==> config.mk <==
export PLATFORM = sky130hd
export DESIGN_NAME = mcu_bus_port
export DESIGN_NICKNAME = d
export VERILOG_FILES = /design/src/rtl/mcu_bus_port.sv
export SDC_FILE = /design/constraint.sdc
export NUM_CORES = 1
export LEC_CHECK = 0
export CELL_PAD_IN_SITES_DETAIL_PLACEMENT = 2
export CELL_PAD_IN_SITES_GLOBAL_PLACEMENT = 2
export CORE_MARGIN = 2
export CORE_UTILIZATION = 23
export CTS_BUF_LIST = sky130_fd_sc_hd__clkbuf_16
export DETAILED_ROUTE_END_ITERATION = 6
export PLACE_DENSITY = 0.65
export SYNTH_ARGS = -nofsm -noshare
export SYNTH_HDL_FRONTEND = slang
export SYNTH_SLANG_ARGS = --single-unit
==> constraint.sdc <==
create_clock -name system_clock -period 1.6 [get_ports system_clock]
set_input_delay 0.24 -clock system_clock [delete_from_list [all_inputs] [get_ports system_clock]]
set_output_delay 0.24 -clock system_clock [all_outputs]
set_load 0.1 [all_outputs]
==> src/rtl/mcu_bus_port.sv <==
// MCU parallel bus front end: strobe synchroniser, RX FIFO and turnaround-managed TX path.
// Optional glitch filter on the strobe edge detector: define MCU_BUS_GLITCH_FILTER_EN.
module mcu_bus_port #(
    parameter int DATA_WIDTH        = 8,
    parameter int SYNC_STAGES       = 2,
    parameter int FIFO_DEPTH        = 4,
    parameter int TURNAROUND_CYCLES = 2
) (
    input  logic                  system_clock,
    input  logic                  system_reset_n,
    input  logic                  bus_clock,
    input  logic [DATA_WIDTH-1:0] bus_data_in,
    input  logic                  bus_command_data_in,
    output logic [DATA_WIDTH-1:0] bus_data_out,
    output logic                  bus_command_data_out,
    output logic                  bus_direction,
    output logic                  rx_valid,
    input  logic                  rx_ready,
    output logic [DATA_WIDTH-1:0] rx_data,
    output logic                  rx_is_command,
    output logic                  rx_overflow,
    input  logic                  tx_valid,
    output logic                  tx_ready,
    input  logic [DATA_WIDTH-1:0] tx_data,
    input  logic                  tx_is_command
);

    localparam int ADDR_W = $clog2(FIFO_DEPTH);
    localparam int PTR_W  = ADDR_W + 1;
    localparam int CNT_W  = (TURNAROUND_CYCLES > 1) ? $clog2(TURNAROUND_CYCLES) : 1;
    localparam logic [CNT_W-1:0] TURN_LAST = CNT_W'(TURNAROUND_CYCLES - 1);
`ifdef MCU_BUS_GLITCH_FILTER_EN
    localparam int HIST_W = 2;
`else
    localparam int HIST_W = 1;
`endif

    typedef enum logic [1:0] {
        ST_RX       = 2'd0,
        ST_TURN_OUT = 2'd1,
        ST_TX       = 2'd2,
        ST_TURN_IN  = 2'd3
    } state_t;

    logic [SYNC_STAGES-1:0] sync_r;
    logic [HIST_W-1:0]      hist_r;
    logic                   sync_out_s;
    logic                   rise_s;
    logic [DATA_WIDTH:0]    bus_word_r;

    logic [DATA_WIDTH:0]    fifo_mem_r [FIFO_DEPTH];
    logic [PTR_W-1:0]       wr_ptr_r;
    logic [PTR_W-1:0]       rd_ptr_r;
    logic                   fifo_empty_s;
    logic                   fifo_full_s;
    logic                   push_req_s;
    logic                   push_s;
    logic                   pop_s;
    logic                   rx_overflow_r;

    state_t                 state_r;
    state_t                 state_nxt_s;
    logic [CNT_W-1:0]       cnt_r;
    logic [CNT_W-1:0]       cnt_nxt_s;
    logic                   tx_ready_s;
    logic                   tx_load_s;
    logic                   bus_dir_r;
    logic [DATA_WIDTH:0]    bus_word_out_r;

    assign sync_out_s = sync_r[SYNC_STAGES-1];
`ifdef MCU_BUS_GLITCH_FILTER_EN
    // Edge only after two consecutive high samples preceded by a low (pattern 011).
    assign rise_s = ~hist_r[1] & hist_r[0] & sync_out_s;
`else
    assign rise_s = sync_out_s & ~hist_r[0];
`endif

    // Strobe synchroniser, edge history and single registration of the MCU word
    always_ff @(posedge system_clock or negedge system_reset_n) begin
        if (!system_reset_n) begin
            sync_r     <= {SYNC_STAGES{1'b1}};
            hist_r     <= {HIST_W{1'b1}};
            bus_word_r <= {(DATA_WIDTH+1){1'b0}};
        end else begin
            sync_r     <= {sync_r[SYNC_STAGES-2:0], bus_clock};
`ifdef MCU_BUS_GLITCH_FILTER_EN
            hist_r     <= {hist_r[0], sync_out_s};
`else
            hist_r     <= sync_out_s;
`endif
            bus_word_r <= {bus_command_data_in, bus_data_in};
        end
    end

    assign fifo_empty_s = (wr_ptr_r == rd_ptr_r);
    assign fifo_full_s  = (wr_ptr_r[ADDR_W] != rd_ptr_r[ADDR_W]) &&
                          (wr_ptr_r[ADDR_W-1:0] == rd_ptr_r[ADDR_W-1:0]);
    assign pop_s        = ~fifo_empty_s & rx_ready;
    assign push_req_s   = rise_s & (state_r == ST_RX);
    // A pop in the same cycle frees the slot, so a push into a full FIFO still lands.
    assign push_s       = push_req_s & (~fifo_full_s | pop_s);

    // RX FIFO storage, pointers and overflow pulse
    always_ff @(posedge system_clock or negedge system_reset_n) begin
        if (!system_reset_n) begin
            for (int i = 0; i < FIFO_DEPTH; i++) begin
                fifo_mem_r[i] <= {(DATA_WIDTH+1){1'b0}};
            end
            wr_ptr_r      <= {PTR_W{1'b0}};
            rd_ptr_r      <= {PTR_W{1'b0}};
            rx_overflow_r <= 1'b0;
        end else begin
            if (push_s) begin
                fifo_mem_r[wr_ptr_r[ADDR_W-1:0]] <= bus_word_r;
                wr_ptr_r <= wr_ptr_r + 1'b1;
            end
            if (pop_s) begin
                rd_ptr_r <= rd_ptr_r + 1'b1;
            end
            rx_overflow_r <= push_req_s & fifo_full_s & ~pop_s;
        end
    end

    // Direction FSM next state and TX handshake
    always_comb begin
        state_nxt_s = state_r;
        cnt_nxt_s   = cnt_r;
        tx_ready_s  = 1'b0;
        tx_load_s   = 1'b0;
        case (state_r)
            ST_RX: begin
                if (tx_valid && !rise_s) begin
                    tx_ready_s  = 1'b1;
                    tx_load_s   = 1'b1;
                    state_nxt_s = ST_TURN_OUT;
                    cnt_nxt_s   = {CNT_W{1'b0}};
                end else begin
                    state_nxt_s = ST_RX;
                end
            end
            ST_TURN_OUT: begin
                if (cnt_r == TURN_LAST) begin
                    state_nxt_s = ST_TX;
                    cnt_nxt_s   = {CNT_W{1'b0}};
                end else begin
                    cnt_nxt_s   = cnt_r + 1'b1;
                end
            end
            ST_TX: begin
                if (rise_s) begin
                    if (tx_valid) begin
                        tx_ready_s = 1'b1;
                        tx_load_s  = 1'b1;
                    end else begin
                        state_nxt_s = ST_TURN_IN;
                        cnt_nxt_s   = {CNT_W{1'b0}};
                    end
                end else begin
                    state_nxt_s = ST_TX;
                end
            end
            ST_TURN_IN: begin
                if (cnt_r == TURN_LAST) begin
                    state_nxt_s = ST_RX;
                    cnt_nxt_s   = {CNT_W{1'b0}};
                end else begin
                    cnt_nxt_s   = cnt_r + 1'b1;
                end
            end
            default: begin
                state_nxt_s = ST_RX;
                cnt_nxt_s   = {CNT_W{1'b0}};
            end
        endcase
    end

    // FSM state and turnaround counter
    always_ff @(posedge system_clock or negedge system_reset_n) begin
        if (!system_reset_n) begin
            state_r <= ST_RX;
            cnt_r   <= {CNT_W{1'b0}};
        end else begin
            state_r <= state_nxt_s;
            cnt_r   <= cnt_nxt_s;
        end
    end

    // Registered bus-side outputs; the word holds after the bus turns back to input
    always_ff @(posedge system_clock or negedge system_reset_n) begin
        if (!system_reset_n) begin
            bus_dir_r      <= 1'b0;
            bus_word_out_r <= {(DATA_WIDTH+1){1'b0}};
        end else begin
            bus_dir_r <= (state_nxt_s == ST_TURN_OUT) || (state_nxt_s == ST_TX);
            if (tx_load_s) begin
                bus_word_out_r <= {tx_is_command, tx_data};
            end
        end
    end

    assign bus_direction        = bus_dir_r;
    assign bus_data_out         = bus_word_out_r[DATA_WIDTH-1:0];
    assign bus_command_data_out = bus_word_out_r[DATA_WIDTH];
    assign rx_valid             = ~fifo_empty_s;
    assign rx_data              = fifo_mem_r[rd_ptr_r[ADDR_W-1:0]][DATA_WIDTH-1:0];
    assign rx_is_command        = fifo_mem_r[rd_ptr_r[ADDR_W-1:0]][DATA_WIDTH];
    assign rx_overflow          = rx_overflow_r;
    assign tx_ready             = tx_ready_s;

endmodule

==> out/results.tsv <==
stage	metric	value	unit
detailed_routing	num_vias	1799	
synth	synth.net_count	202	
cts	cts_inserted_buffers	9	
final_layout	stdcell_count	433	
synth	avgSynthCellArea	16.6	µm²
sta	finalClockSkew	0.00988	ns
global_routing	track_usage	12.2	%
floorplan	fp.dieW	116	µm
placement	dpl.hpwl	4530	µm
sta	grt_setup_unrepaired	true	
cts	cts_root_buf	clkbuf_16	
sta	setup_ws	-0.270	ns
flow_run	maxCapViolations	0	
final_layout	layout_commonest_cell	dfrtp_1	
sta	tightest_slew	0.384	ns
sta	fin_crit_sh	117	%
floorplan	rows	40	
floorplan	core	12200	µm²
synth	synthDistinctLibCells	32	
cts	clkSinkCount	68	
final_layout	multi_input_area	1460	µm²
final_layout	num-nets-final	288	
floorplan	pin_count	45	
final_layout	final_cell_mix	dfrtp_1, mux2_4, buf_12	
placement	gp_congestion	0.747	
detailed_routing	first_pass_iters	4	
cts	clock_latency	0.33	ns
floorplan	die_area	13500	µm²
synth	ys_warn_count	0	
floorplan	die_y	116	µm
sta	post-route-min-period	1.87	ns
detailed_routing	drtIter0Drc	45	
critical_path	worst_ep_arrival_time	1.63	ns
sta	max_slew_margin	74.4	%
sta	final_hold_viol_count	0	
synth	syn_area	2900	µm²
cts	cts_tree	built	
critical_path	worst_setup_path_start_kind	flip-flop	
status	violations	setup timing	
sta	slew_viol_final	0	
detailed_routing	wl_per_cell	17.1	µm
floorplan	initial_core_util	23.8	%
detailed_routing	vias_per_cell	4.15	
sta	fmax	0.535	GHz
status	outcome	complete, but fails checks	
global_routing	antenna_found_initial	0	
critical_path	end_kind	primary output	
cts	cts_buffer_depth	2	
final_layout	fillers	1171	
final_layout	area_growth	61.9	%
hold_path	hp-class	in2reg	
synth	syn_inst	174	
final_layout	drive_above_1_share	58.9	%
synth	yosysSeqAreaShare	58.9	%
critical_path	path_class	reg2out	
global_routing	grt_pass1_wl	12200	µm
final_layout	postLayoutCoreUtil	38.5	%
critical_path	required	1.36	ns
final_layout	regArea	1710	µm²
placement	place_inst	400	
global_routing	first_global_vias	2169	
final_layout	antenna_cells	0	
global_routing	overflow	0	
detailed_routing	antenna_left	0	
detailed_routing	drc_errors	0	
global_routing	grt_max_degree	69	
cts	cts_htree_levels	3	
placement	numPortBuffers	44	
cts	path_clk_slew	0.06	ns
detailed_routing	routed_wl	7410	µm
synth	ys_ff_latch	68	
sta	finalSetupViolCount	60	
critical_path	cp_max_fo	2	
-- worst paths after layout --
kind	startpoint	to	slack [ns]	cells past startpoint
min in group asynchronous	system_reset_n	bus_word_r[4]	0.47	3
hold reg to reg	sync_r[0]	sync_r[1]	0.36	0
setup / recovery	sync_r[1]	tx_ready	-0.27	5
max in group asynchronous	system_reset_n	hist_r	0.77	3
setup reg to reg	rd_ptr_r[0]	fifo_mem_r[31]	-0.26	6
hold / removal	bus_clock	sync_r[0]	0.32	1
-- cell type report --
class | instances | share of cell area [%]
clock buffer | 9 | 4.80
tap | 168 | 4.48
multi-input combinational | 103 | 31.1
inverter | 3 | 0.320
timing repair buffer | 75 | 20.8
clock inverter | 7 | 1.97
sequential | 68 | 36.5
-- timing repair --
item	CTS	global route
resized for setup	46	19
hold buffers	1	0
pin swaps	12	5
hold endpoints to repair	65	0
setup buffers	11	2
cloned	5	0
endpoints found under the setup margin	58	62
-- registers in the layout, summed over array words and instances (netlist names) --
name            count
wr_ptr_r            3
fifo_mem_r         36
bus_direction       1
hist_r              1
bus_word_out_r      9
rx_overflow         1
cnt_r               1
rd_ptr_r            3
sync_r              2
state_r             2
bus_word_r          9
-- routing by layer --
layer / track usage, % / up-vias / wire [µm]
met3: 3.01 / 7 / 270
met4: 4.29 / 0 / 108
li1: - / 817 / -
met1: 16.1 / 944 / 3260
met2: 19.8 / 31 / 3780
met5: 0 / - / 0
-- worst max-delay path, cell delays in order (launching register included) --
cell and delay [ns]:
dfstp_2 0.53, nor2b_4 0.17, xnor2_2 0.12, nand3b_1 0.18, clkinvlp_4 0.14, buf_12 0.17
-- cells by family (layout without fill, tap and decap cells) --
family | Yosys count | after routing | share of synthesized area (%)
adder cells (fa/ha/maj) | 5 | 5 | 2.16
multiplexers | 57 | 57 | 26.4
XOR/XNOR | 8 | 8 | 2.68
flip-flops | 68 | 68 | 58.9
AND/OR/NAND/NOR | 22 | 27 | 7.04
buffers and inverters | 8 | 94 | 1.51
AO/OA/AOI/OAI | 6 | 6 | 1.30
-- through the flow --
stage	instance area [µm²]	setup TNS, ns	hold slack, ns	setup slack [ns]
after floorplan	2940	-0.123	-0.0556	-0.0326
after global placement	3920	-5.16	0.294	-0.151
after detailed placement	3920	-5.01	0.298	-0.155
after CTS	4590	-11.24	0.317	-0.280
after global routing	4690	-17.86	0.322	-0.382
final	4690	-13.27	0.324	-0.270
-- synth_stat cells --
cell type	number	area (µm²)
dfrtp_1	65	1630
mux2_2	42	473
mux4_2	9	203
xnor2_1	7	61.3
mux2_4	6	90.1
ha_1	5	62.6
nand2_1	5	18.8
nand3_4	4	70.1
dfstp_2	3	78.8
inv_1	3	11.3
a211oi_1	2	15.0
a21oi_1	2	10.0
buf_2	2	10.0
and2_1	1	6.26
buf_4	1	7.51
buf_6	1	11.3
clkbuf_1	1	3.75
nand2b_4	1	13.8
nand3_1	1	5.00
nand3b_1	1	7.51
nand4_1	1	6.26
nand4b_4	1	23.8
nor2_1	1	3.75
nor2b_1	1	6.26
nor3_4	1	16.3
nor3b_1	1	7.51
nor4_1	1	6.26
o21ai_0	1	5.00
o21bai_1	1	7.51
or2_2	1	6.26
or3_1	1	6.26
xor2_2	1	16.3
Power is not shown: default switching activity piles up to over one toggle a cycle in this logic, so the estimate is an artifact.
